==> src/rtl/shift_stage.sv <==
// Buffered shift unit: one 9-bit operand plus shift command per push, results queued in a
// small circular FIFO. Optional saturation statistics when SHIFT_STAGE_STATS_EN is defined.
module shift_stage #(
    parameter int WIDTH = 9,
    parameter int DEPTH = 4
) (
    input  logic                     clk,
    input  logic                     rst_n,
    input  logic                     in_valid,
    output logic                     in_ready,
    input  logic [WIDTH-1:0]         in_data,
    input  logic [3:0]               in_amt,
    input  logic [1:0]               in_op,
    output logic                     out_valid,
    input  logic                     out_ready,
    output logic [WIDTH-1:0]         out_data,
    output logic [$clog2(DEPTH):0]   out_count
`ifdef SHIFT_STAGE_STATS_EN
   ,output logic [15:0]              sat_cnt,
    output logic [0:0]               last_sat
`endif
);

    localparam int AW = $clog2(DEPTH);
    localparam int CW = AW + 1;

    typedef enum logic [1:0] {
        OP_SLL = 2'b00,
        OP_SRL = 2'b01,
        OP_SLA = 2'b10,
        OP_SRA = 2'b11
    } shift_op_e;

    logic [WIDTH-1:0]        mem [DEPTH];
    logic [AW-1:0]           wr_ptr;
    logic [AW-1:0]           rd_ptr;
    logic [CW-1:0]           count;
    logic                    ready_en;
    logic                    push;
    logic                    pop;
    logic                    amt_sat;
    logic signed [WIDTH-1:0] asr_result;
    logic [WIDTH-1:0]        shift_result;

    // ------------------------------------------------------------------
    // Shift datapath
    // ------------------------------------------------------------------
    assign amt_sat = (int'(in_amt) >= WIDTH);

    // NOTE: the arithmetic shift is kept in its own signed assignment; inside a ?: with an
    // unsigned operand the whole expression turns unsigned and >>> silently becomes >>.
    assign asr_result = $signed(in_data) >>> in_amt;

    always_comb begin
        // NOTE: default assignment first so no path through the case leaves it unassigned,
        // which would otherwise infer a latch.
        shift_result = in_data;
        unique case (shift_op_e'(in_op))
            OP_SLL, OP_SLA: shift_result = amt_sat ? '0 : (in_data << in_amt);
            OP_SRL:         shift_result = amt_sat ? '0 : (in_data >> in_amt);
            OP_SRA:         shift_result = amt_sat ? {WIDTH{in_data[WIDTH-1]}}
                                                   : asr_result;
            default:        shift_result = in_data;
        endcase
    end

    // ------------------------------------------------------------------
    // Handshakes
    // ------------------------------------------------------------------
    // ready_en keeps in_ready low through reset and until the first edge after release.
    assign in_ready  = ready_en && (count != CW'(DEPTH));
    assign out_valid = (count != '0);
    assign push      = in_valid && in_ready;
    assign pop       = out_valid && out_ready;
    assign out_data  = out_valid ? mem[rd_ptr] : '0;
    assign out_count = count;

    // ------------------------------------------------------------------
    // Storage
    // ------------------------------------------------------------------
    // NOTE: the data array has no reset; validity is carried entirely by count, so clearing
    // the pointers is enough to discard in-flight entries.
    always_ff @(posedge clk) begin
        if (push) begin
            mem[wr_ptr] <= shift_result;
        end
    end

    // NOTE: all sequential state uses non-blocking assignments so every register samples
    // the pre-edge values regardless of statement order.
    always_ff @(posedge clk or negedge rst_n) begin
        if (!rst_n) begin
            wr_ptr   <= '0;
            rd_ptr   <= '0;
            count    <= '0;
            ready_en <= 1'b0;
        end else begin
            ready_en <= 1'b1;
            if (push) begin
                wr_ptr <= wr_ptr + 1'b1;
            end
            if (pop) begin
                rd_ptr <= rd_ptr + 1'b1;
            end
            unique case ({push, pop})
                2'b10:   count <= count + 1'b1;
                2'b01:   count <= count - 1'b1;
                default: count <= count;
            endcase
        end
    end

`ifdef SHIFT_STAGE_STATS_EN
    // ------------------------------------------------------------------
    // Saturation statistics
    // ------------------------------------------------------------------
    always_ff @(posedge clk or negedge rst_n) begin
        if (!rst_n) begin
            sat_cnt  <= '0;
            last_sat <= '0;
        end else if (push) begin
            last_sat <= amt_sat;
            if (amt_sat && (sat_cnt != 16'hFFFF)) begin
                sat_cnt <= sat_cnt + 16'd1;
            end
        end
    end
`endif

endmodule
==> config.mk <==
export PLATFORM = sky130hd
export DESIGN_NAME = shift_stage
export DESIGN_NICKNAME = d
export VERILOG_FILES = /design/src/rtl/shift_stage.sv
export SDC_FILE = /design/constraint.sdc
export NUM_CORES = 1
export LEC_CHECK = 0
export CAP_MARGIN = 20
export CORE_MARGIN = 5
export CORE_UTILIZATION = 40
export CTS_CLUSTER_DIAMETER = 100
export CTS_CLUSTER_SIZE = 14
export DETAILED_ROUTE_END_ITERATION = 7
export PLACE_DENSITY_LB_ADDON = 0.3
export REMOVE_ABC_BUFFERS = 1
export SKIP_CTS_REPAIR_TIMING = 1
export SYNTH_ARGS = -nofsm -noshare
export SYNTH_HDL_FRONTEND = slang
export SYNTH_SLANG_ARGS = --single-unit
==> constraint.sdc <==
create_clock -name clk -period 3.31 [get_ports clk]
set_clock_uncertainty 0.15 [all_clocks]
set_input_delay 0.993 -clock clk [delete_from_list [all_inputs] [get_ports clk]]
set_output_delay 0.993 -clock clk [all_outputs]
set_load 0.01 [all_outputs]
==> metrics.cfg <==
[outcome]
status = completed

[layout]
post-route-util_pct = 49.6
area_growth_pct = 19.7
finalNonFillerCells = 318
antenna_cells = 0
ff_latch_area_mm2 = 0.00128
multi_input_area_mm2 = 0.00125
final_common_cell = edfxtp_1
finalInstanceArea_mm2 = 0.00317
fillCellCount = 602
drive_gt1_share_pct = 18.7
layout_common_cells = edfxtp_1 (36), clkdlybuf4s50_1 (32), mux4_2 (18)
layout.nets = 265

[synthesis]
postSynthAreaPerCell_um2 = 13.1
synth_edf_count = 36
yosysUniqueCellTypes = 47
synth_cells = 202
synthAdderAreaFrac_pct = 3.12
synth_xor_area_share_pct = 1.98
ys_ff_latch = 44
ys.flop_type = edfxtp_1
yosys.area.top_type = edfxtp_1
synth_mux_area_share_pct = 21.1
synth_compound_area_share_pct = 9.31
synth-async-reset-ratio_pct = 18.2
yosys-top-cells-area = edfxtp_1 (41%), mux4_2 (15%), dfrtp_1 (7.6%), mux2i_1 (4.9%), and2_1 (3.1%)
seq_area_frac_synth_pct = 48.4
synth_top_family_by_area = multiplexers
synthSimpleGateAreaFrac_pct = 11.4
yosys_warnings = 0
yosysTopAreaCellShare_pct = 40.8
netlist_area_mm2 = 0.00265

[sta]
min_period_over_period_pct = 95.2
setup_slack_ns = 0.161
finalMaxSlewViolations = 0
holdWs_ns = 0.373
rsz0062_at_grt = no
setup_tns_ns = 0
worst_pin_slew_ns = 0.520
max_freq_mhz = 318
hold_viol_final = 0
setup_viol = 0
slew_headroom_pct = 65.1
min_period_ns = 3.15

[routing]
dr.pass1.iters = 4
viasPerCell = 5.60
routed_wl_um = 5230
routedWlPerCell_um = 16.4
drt-initial-drc-count = 102
postRouteAntennaNets = 0
drc = 0
via_count = 1781

[placement]
dp.cells = 310
dp_slack_ns = 0.0468
place.gp.congestion = 0.858
dpl-instance-area_mm2 = 0.00309
hpwlAfterDp_um = 3990
io_buffers = 32

[power_and_ir_drop]
p_int_mw = 1.33
total_leakage_power_nw = 1.17
power.share.clock_pct = 15.9
seq_power_share_pct = 40.4
comb_power_share_pct = 43.8
peakVddDrop_mv = 0.552
sw_frac_of_total_pct = 30.5
power_switching_uw = 584
p_total_mw = 1.91
p_per_area_mw_per_mm2 = 604

[cts]
clock-sinks = 44
h-tree-depth = 2
cts_buffers = 5
cts_tree = built
clock_latency_ns = 0.29
clkTransAtPathRegs_ns = 0.07
cts-root-buf = clkbuf_8
clk_path_buf_depth = 2

[setup_path]
end_kind = primary output
slowest_stage = mux4_2
reg2reg_slack_ns = 0.99
cp_top_family = buffers and inverters
crit_buf_inv = 2
path_cells = buf_4, mux4_2, and2_1, clkdlybuf4s50_1
arrival_ns = 2.01
worst_setup_path_start_kind = register
critPathRequiredTime_ns = 2.17
critPathKind = register to primary output
max_stage_delay_ns = 0.52
cp_max_fo = 11

[floorplan]
core_mm2 = 0.00639
core.rowCount = 29
fp.dieH_um = 91.4
die_w_um = 91.4
start_util_pct = 41.5
die_area_mm2 = 0.00835
num_io_pins = 33

[global_routing]
grt_pass1_wl_um = 8250
grt_max_degree = 18
grt_pass1_vias = 1660
grt_use_total_pct = 12.4
antenna_found_initial = 0
overflow = 0

[worst_hold_path]
hp-class = register to register

[job]
drv_cap = 0

-- layer usage --
layer / vias to the layer above / global-route usage [%] / wire length [um]
met5: - / 0 / 0
met4: 0 / 4.40 / 86
met3: 9 / 2.89 / 231
met2: 55 / 20.0 / 2490
met1: 875 / 16.4 / 2420
li1: 842 / - / -
-- synth_stat cells (3+ instances only) --
cell type	n
and3_1	4
edfxtp_1	36
xor2_1	3
and2_1	13
mux2i_1	13
o211ai_1	3
mux4_2	18
xnor2_1	3
buf_2	4
nor3_1	6
inv_1	9
nand2_1	7
ha_1	5
nor2_1	10
clkbuf_1	8
a22oi_1	3
a21oi_1	5
dfrtp_1	8
o21ai_0	4
nand2b_1	6
-- area by class of cell --
class                           count  share of cell area [%]
Clock inverter                      1                   0.118
Timing Repair Buffer               47                    13.7
Clock buffer                        7                    2.41
Tap cell                           77                    3.04
Multi-Input combinational cell    133                    39.3
Sequential cell                    44                    40.4
Inverter                            9                    1.07
-- power groups by stage --
stage	Combinational (mW)	Sequential (mW)	Clock, mW
4_1_cts	0.854	0.774	0.313
2_1_floorplan	0.447	0.802	0
5_1_grt	0.917	0.782	0.339
3_5_place_dp	0.852	0.786	0
6_report	0.838	0.773	0.304
3_3_place_gp	0.837	0.784	0
-- state kept, by name, indices dropped and copies added (netlist names) --
register	cells
out_count	3
mem	36
ready_en	1
rd_ptr	2
wr_ptr	2
-- logic make-up after synthesis --
| family | Yosys count |
|---|---|
| AO/OA/AOI/OAI | 32 |
| XOR/XNOR | 6 |
| adder cells (fa/ha/maj) | 6 |
| buffers and inverters | 25 |
| flip-flops | 44 |
| multiplexers | 33 |
| other | 1 |
| AND/OR/NAND/NOR | 55 |
-- worst paths after layout --
| path | from | cells after the start | end |
|---|---|---|---|
| hold reg to reg | out_count[0]$_DFFE_PN0P_ | 1 | out_count[0]$_DFFE_PN0P_ |
| setup reg to reg | out_count[0]$_DFFE_PN0P_ | 8 | out_count[2]$_DFFE_PN0P_ |
| max in group asynchronous | rst_n | 1 | wr_ptr[1]$_DFFE_PN0P_ |
| min in group asynchronous | rst_n | 1 | out_count[1]$_DFFE_PN0P_ |
| hold / removal | out_count[0]$_DFFE_PN0P_ | 1 | out_count[0]$_DFFE_PN0P_ |
| setup / recovery | rd_ptr[0]$_DFFE_PN0P_ | 4 | out_data[5] |
No activity file was read; power rests on OpenSTA's default activity.
